==> src/rtl/fetch_ctrl.sv <==
// fetch_ctrl: next-PC selection and IF-stage hazard control.
// Resolves taken branches, load-use bubbles and instruction-memory wait
// states into PC_Next, STALL and the two pipeline-register flushes.
// A branch that resolves while IMEM is busy is parked in a redirect
// register and applied on the first ready cycle.
// Optional feature: define FETCH_CTRL_STALL_CNT_EN to add the 32-bit
// STALL_CNT output counting stalled cycles outside reset.
module fetch_ctrl #(
    parameter logic [31:0] RESET_VECTOR = 32'h0000_0000,
    parameter int          LU_BUBBLES   = 1,
    parameter int          MAX_WAIT     = 15
) (
    input  logic        CLOCK,
    input  logic        RESET,
    input  logic [31:0] PC_Cur,
    input  logic        BR_Taken,
    input  logic [31:0] BR_Target,
    input  logic        LU_Hazard,
    input  logic        IMEM_Ready,
    output logic [31:0] PC_Next,
    output logic        STALL,
    output logic        FLUSH_IFID,
    output logic        FLUSH_IDEX,
`ifdef FETCH_CTRL_STALL_CNT_EN
    output logic [31:0] STALL_CNT,
`endif
    output logic        WAIT_ERR
);

    typedef enum logic [1:0] {
        ST_RUN    = 2'd0,
        ST_BUBBLE = 2'd1,
        ST_WAIT   = 2'd2,
        ST_REDIR  = 2'd3
    } state_e;

    localparam logic [1:0] BUB_LOAD   = 2'(LU_BUBBLES - 1);
    localparam logic [7:0] MAX_WAIT_C = 8'(MAX_WAIT);

    state_e      state_q, state_d;
    logic [31:0] redir_q, redir_d;
    logic [1:0]  bub_cnt_q, bub_cnt_d;
    logic [7:0]  wait_cnt_q, wait_cnt_d;
    logic        err_q, err_d;
    logic        err_set;

    logic [31:0] pc_next;
    logic        stall, flush_ifid, flush_idex;

    // Next-state and raw outputs; a branch outranks every state-specific action.
    always_comb begin
        // NOTE: every variable gets a default first so no path can infer a latch.
        state_d    = state_q;
        redir_d    = redir_q;
        bub_cnt_d  = bub_cnt_q;
        wait_cnt_d = wait_cnt_q;
        err_set    = 1'b0;
        pc_next    = PC_Cur + 32'd4;
        stall      = 1'b0;
        flush_ifid = 1'b0;
        flush_idex = 1'b0;

        if (BR_Taken) begin
            flush_idex = 1'b1;
            if (IMEM_Ready) begin
                pc_next    = BR_Target;
                flush_ifid = 1'b1;
                state_d    = ST_RUN;
            end else begin
                // Park the target; a later branch simply overwrites it.
                pc_next = PC_Cur;
                stall   = 1'b1;
                redir_d = BR_Target;
                state_d = ST_REDIR;
            end
        end else begin
            case (state_q)
                ST_RUN, ST_WAIT: begin
                    if (LU_Hazard) begin
                        pc_next    = PC_Cur;
                        stall      = 1'b1;
                        flush_idex = 1'b1;
                        bub_cnt_d  = BUB_LOAD;
                        state_d    = (LU_BUBBLES == 1) ? ST_RUN : ST_BUBBLE;
                    end else if (!IMEM_Ready) begin
                        pc_next = PC_Cur;
                        stall   = 1'b1;
                        state_d = ST_WAIT;
                        if (state_q == ST_RUN) begin
                            wait_cnt_d = 8'd0;
                        end else begin
                            if (wait_cnt_q != 8'hFF) begin
                                wait_cnt_d = wait_cnt_q + 8'd1;
                            end
                            err_set = (wait_cnt_d == MAX_WAIT_C);
                        end
                    end else begin
                        state_d = ST_RUN;
                    end
                end
                ST_BUBBLE: begin
                    // A hazard seen here is ignored: the count only runs down.
                    pc_next    = PC_Cur;
                    stall      = 1'b1;
                    flush_idex = 1'b1;
                    if (bub_cnt_q <= 2'd1) begin
                        bub_cnt_d = 2'd0;
                        state_d   = ST_RUN;
                    end else begin
                        bub_cnt_d = bub_cnt_q - 2'd1;
                    end
                end
                ST_REDIR: begin
                    if (IMEM_Ready) begin
                        pc_next    = redir_q;
                        flush_ifid = 1'b1;
                        state_d    = ST_RUN;
                    end else begin
                        // IF/ID still holds a wrong-path instruction: keep it out of EX.
                        pc_next    = PC_Cur;
                        stall      = 1'b1;
                        flush_idex = 1'b1;
                    end
                end
                default: state_d = ST_RUN;
            endcase
        end

        err_d = err_q | err_set;
    end

    // Port drivers: reset forces a fixed, input-independent output pattern.
    always_comb begin
        if (!RESET) begin
            PC_Next    = RESET_VECTOR;
            STALL      = 1'b0;
            FLUSH_IFID = 1'b1;
            FLUSH_IDEX = 1'b1;
            WAIT_ERR   = 1'b0;
        end else begin
            PC_Next    = pc_next;
            STALL      = stall;
            FLUSH_IFID = flush_ifid;
            FLUSH_IDEX = flush_idex;
            WAIT_ERR   = err_q | err_set;
        end
    end

    // State register with synchronous active-low reset.
    always_ff @(posedge CLOCK) begin
        // NOTE: sequential state uses non-blocking assignments only.
        if (!RESET) begin
            state_q    <= ST_RUN;
            redir_q    <= 32'd0;
            bub_cnt_q  <= 2'd0;
            wait_cnt_q <= 8'd0;
            err_q      <= 1'b0;
        end else begin
            state_q    <= state_d;
            redir_q    <= redir_d;
            bub_cnt_q  <= bub_cnt_d;
            wait_cnt_q <= wait_cnt_d;
            err_q      <= err_d;
        end
    end

`ifdef FETCH_CTRL_STALL_CNT_EN
    logic [31:0] stall_cnt_q, stall_cnt_d;

    // Free-running count of stalled cycles; wraps naturally at 2^32.
    always_comb begin
        stall_cnt_d = stall_cnt_q + {31'd0, stall};
    end

    // Stall counter register.
    always_ff @(posedge CLOCK) begin
        if (!RESET) begin
            stall_cnt_q <= 32'd0;
        end else begin
            stall_cnt_q <= stall_cnt_d;
        end
    end

    assign STALL_CNT = stall_cnt_q;
`endif

endmodule
==> config.mk <==
export PLATFORM = sky130hd
export DESIGN_NAME = fetch_ctrl
export DESIGN_NICKNAME = d
export VERILOG_FILES = /design/src/rtl/fetch_ctrl.sv
export SDC_FILE = /design/constraint.sdc
export NUM_CORES = 1
export LEC_CHECK = 0
export ABC_CLOCK_PERIOD_IN_PS = 5680
export CORE_MARGIN = 2
export CORE_UTILIZATION = 30
export CTS_CLUSTER_SIZE = 10
export DETAILED_ROUTE_END_ITERATION = 6
export PLACE_DENSITY = 0.54
export RECOVER_POWER = 50
export SLEW_MARGIN = 20
export SYNTH_ARGS = -nofsm -noshare
export SYNTH_HDL_FRONTEND = slang
export SYNTH_SLANG_ARGS = --single-unit
export TNS_END_PERCENT = 100
==> constraint.sdc <==
create_clock -name CLOCK -period 5.68 [get_ports CLOCK]
set_input_delay 1.136 -clock CLOCK [delete_from_list [all_inputs] [get_ports CLOCK]]
set_output_delay 1.136 -clock CLOCK [all_outputs]
set_load 0.02 [all_outputs]
==> Yosys cells after proc, flatten, opt, wreduce, memory -nomap -nowiden <==
Index checks and enable logic that the tools add are counted.
Widths: inputs -> output; s select.
{ "totals": {"n_memories": 0, "out_inout_bits": 36, "latchBits": 0, "romBits": 0, "regBits": 45, "ramBits": 0} }
{ "op_classes": {"n_mux": 43, "bitwise_logic": 4, "magnitude_cmp": 1, "n_eq_ne": 8, "n_reduce_logical": 7, "div_mod_pow": 0, "n_mul": 0, "add_sub_neg": 3, "shifts": 0} }
{ "ops": {"columns": ["cell", "count"], "rows": [
  ["$mux 32", 6],
  ["$pmux 32 s3", 1],
  ["$mux 8", 7],
  ["$add 32x3->32 const B", 1],
  ["$mux 1", 17],
  ["$mux 2", 8],
  ["$add 8x1->8 const B", 1],
  ["$eq 8x4->1 const B", 1],
  ["$ne 8x8->1 const B", 1],
  ["$ne 3x3->1 const B", 2],
  ["$pmux 1 s3", 2],
  ["$pmux 2 s3", 1],
  ["$eq 2x2->1 const B", 2],
  ["$pmux 2 s2", 1],
  ["$reduce_and 2->1", 2],
  ["$reduce_and 4->1", 1],
  ["$not 1->1", 3],
  ["$reduce_and 3->1", 1],
  ["$eq 2x1->1 const B", 1],
  ["$le 2x1->1 const B", 1],
  ["$logic_not 2->1", 1],
  ["$ne 2x2->1 const B", 1],
  ["$reduce_bool 2->1", 1],
  ["$reduce_or 2->1", 1],
  ["2 further kinds", 2]
]} }

==> Logic depth before layout (Yosys ltp) <==
{ "depth": {"ltp_word": 15, "mapped_depth": 7} }

==> Worst setup path before layout <==
OpenSTA, ideal clock, no wires.
{ "synth_timing": {"kind": "input port to output port", "from": "in PC_Cur[6]", "to": "out PC_Next[24]", "path_stages": 6, "arrival_ps": 2756, "setup_slack_ps": 1788, "n_path_buf": 1, "cell_sequence": "buf_2 > nand4_1 > nor4_4 > nand2_1 > xor2_1 > a221oi_1"} }
{ "synth_between": {"elab_chain_cells": 6} }
{ "synth_lines": {"columns": ["element", "line_no", "text"], "rows": [
  ["start, declared", "15", "input logic [31:0] PC_Cur,"],
  ["$add 32x3->32", "58", "pc_next = PC_Cur + 32'd4;"],
  ["$mux 32", "85", "end else if (!IMEM_Ready) begin"],
  ["$mux 32", "79", "if (LU_Hazard) begin"],
  ["$pmux 32 s3", "77", "case (state_q)"],
  ["$mux 32", "63", "if (BR_Taken) begin"],
  ["$mux 32", "134", "if (!RESET) begin"],
  ["end, declared", "20", "output logic [31:0] PC_Next,"]
]} }
Every way passes these cells.

==> Final worst setup path <==
{ "layout_timing": {"from": "in PC_Cur[10]", "to": "out PC_Next[23]"} }
The elaborated chain is that of the path after synthesis.

==> impl_results.md <==
- Sequential area share after synthesis: 0.230
- Worst min path class: flop to flop
- Initial Utilization: 0.309
- Largest area contributor in the netlist: dfxtp_1
- CP max stage delay: 0.69 ns
- Worst slew margin: 0.0416
- Switching power: about 0.30 mW
- Clock transition at path regs: 0.07 ns
- Worst slew pin tran: 1.44 ns
- DRT Pass-1 Iters: 5
- Critical path peak fanout: 6
- Placed Cells: around 780
- FILL cells: approximately 1.3k
- Final setup margin: 0.641 ns
- Syn nets: 602
- Synthesized flop and latch total: 45
- RSZ-0062 raised after global routing: false
- Non-Filler Instances: around 800
- Multi-input logic area: roughly 0.0028 mm²
- Vias: 4404
- Root Buffer: clkbuf_16
- CP cell instances: clkdlybuf4s50_1 -> nand4_4 -> nor3_1 -> nand3_1 -> xor2_1 -> a221oi_1 -> clkdlybuf4s50_1
- Dpl ws: 0.703 ns
- Die span in x: 118 µm
- CP Capture Type: output port
- DRC violations left: 0
- Most frequent cells in the layout: clkdlybuf4s50_1, nand2_1, mux2i_1, dfxtp_1, a21oi_1
- Crit path buf inv count: 2
- Clk_lat worst skew: between 0.2 and 0.3 ns
- DP Wirelength: 10300 µm
- Initial antenna violation count: 1
- CP startpoint kind: input pin
- Post-Route WL: 14700 µm
- Leak: between 1.5 and 2 nW
- PwrDens: 176 mW/mm²
- Vert. Die Dim: 118 µm
- Die ar.: 0.0140 mm²
- TritonCTS clock tree: yes
- Drt wl/cell: 18.7 µm
- Clk pwr share: 0.324
- Setup Skew: 0.00533 ns
- Final hold vios: 0
- Worst VDD drop: between 0.0001 and 0.00015 V
- # IOs: 105
- Mapped Area: 0.00392 mm²
- Global-route wire length before repair: 23300 µm
- Period minus WS final: 5.04 ns
- # port buffers: 104
- Most common cell after layout, fill and taps aside: clkdlybuf4s50_1
- P&R area growth vs syn: 33.7%
- Mean Syn Cell Area: 7.38 µm²
- Slew Limit Fails: 0
- Setup slack, reg-to-reg: 3.27 ns
- Diode count: 0
- Main synth FF type: dfxtp_1
- Max frequency: 198 MHz
- Vias in the first global route: between 4k and 5k
- Core Rows: 41
- Clock tree buffer depth: 2
- Initial detailed-routing violation count: about 250
- Setup total negative slack: 0 ns
- Core area: about 0.013 mm²
- Final setup viols: 0
- Largest delay share family, worst path: buffers and inverters
- Clock sink count: 45
- Slowest cell on the critical path: clkdlybuf4s50_1
- Sequential share of power: 0.362
- Synth unique cells: 57
- Worst EP required: 4.54 ns
- CP arrival: 3.90 ns
- Post-CTS Setup Bufs: 0
- Area occupied by registers: approximately 900 µm²
- Layout cell share with drive strength beyond 1: 0.0537
- Synth top area share: 0.230
- Max-cap viol count: 0
- H-tree depth: 2
- Final Wtd Congestion: 0.850
- Synth Instances: between 500 and 600
- Routed Antenna Nets: 0
- Async SR Flop Fraction: 0
- TritonCTS Buffers: 5
- Layout Nets: 685
- GRT Util Overall: 0.207
- Vias/cell: 5.60
- Number of synthesis warnings: 0
- Crit share post-route: 0.887
- Largest net degree at the start of global routing: 39
- Internal power: 0.625 mW
- Sw Share: 0.323
- Main area contributors after synthesis: dfxtp_1, mux2i_1, nand2_1, a21boi_0, a21oi_1
- CTS Hold Bufs: 0
- Status: complete, no violations
- Critical path type: input pin to output port
- Logic pwr share: 0.314
- Global route overflow: 0
- Crit path top cell by count: clkdlybuf4s50_1
- Cts repair resizes: 0
- Number of flops mapped to enable cells by yosys: 0
[metal layers]
layer | GRT usage | share of wire
met3 | 0.0405 | 0.058
met2 | 0.344 | 0.47
met5 | 0 | 0.00089
met4 | 0.0595 | 0.011
met1 | 0.270 | 0.46
[state kept, by name, indices dropped and copies added (netlist names)]
signal	count
bub_cnt_q	2
err_q	1
redir_q	32
state_q	2
wait_cnt_q	8
[worst register-to-register path, stage by stage, from the launching register on]
cell and delay (ns):
dfxtp_1 0.46, ha_1 0.29, nand3_1 0.15, nor3_1 0.73
mux2_2 0.41, a32o_1 0.25
[cells in the mapped netlist (3+ instances only)]
| cell | instances |
|---|---|
| nand3b_1 | 3 |
| dfxtp_1 | 45 |
| nand3_1 | 22 |
| xnor2_1 | 8 |
| and4_1 | 4 |
| o21ai_0 | 22 |
| nor4_1 | 3 |
| a31oi_1 | 3 |
| nand4_1 | 16 |
| a21boi_0 | 34 |
| nand2_1 | 99 |
| a221o_1 | 15 |
| mux2i_1 | 50 |
| buf_2 | 13 |
| a21oi_1 | 39 |
| o22a_1 | 3 |
| nor2_1 | 20 |
| nor3_1 | 12 |
| a221oi_1 | 4 |
| and3_1 | 12 |
| mux2_2 | 6 |
| clkbuf_1 | 26 |
| a211oi_1 | 5 |
| o21a_1 | 3 |
| inv_1 | 7 |
| xor2_1 | 14 |
| nand2b_1 | 4 |
[power groups by stage]
stage	Combinational, mW	Clock [mW]	Sequential, mW
after floorplan	0.151	0	0.338
after global placement	0.287	0	0.341
after detailed placement	0.288	0	0.341
after CTS	0.290	0.312	0.334
after global routing	0.310	0.321	0.336
final	0.290	0.298	0.334
[per-stage QoR]
| step | utilization | hold slack, ns | area [µm²] | total power [mW] |
|---|---|---|---|---|
| floorplan | - | 0.419 | 3920 | 0.489 |
| global placement | 0.403 | 0.429 | 5100 | 0.628 |
| detailed placement | 0.403 | 0.438 | 5100 | 0.630 |
| CTS | 0.414 | 0.450 | 5250 | 0.936 |
| global route | 0.414 | 0.484 | 5240 | 0.967 |
| finish | 0.414 | 0.454 | 5240 | 0.922 |
[worst paths after layout]
path / from / end / cells after the start
setup / recovery: PC_Cur[10] / PC_Next[23] / 7
hold / removal: bub_cnt_q[1] / bub_cnt_q[1] / 2
setup reg to reg: wait_cnt_q[0] / err_q / 5
hold reg to reg: bub_cnt_q[1] / bub_cnt_q[1] / 2
[final cells by class]
class / count / share of cell area
multi-input combinational: 435 / 0.536
tap: 172 / 0.0411
sequential: 45 / 0.172
clock buffer: 5 / 0.0239
timing repair buffer: 118 / 0.216
clock inverter: 3 / 0.00430
inverter: 9 / 0.00645
[cells by family (layout without fill, tap and decap cells)]
group,count (synthesis),after routing,share of synthesized area
flip-flops,45,45,0.230
AND/OR/NAND/NOR,211,211,0.264
XOR/XNOR,22,22,0.0492
adder cells (fa/ha/maj),2,2,0.00638
buffers and inverters,51,135,0.0536
multiplexers,56,56,0.145
AO/OA/AOI/OAI,144,144,0.252
Note: power is estimated with default switching activity, not from simulation.
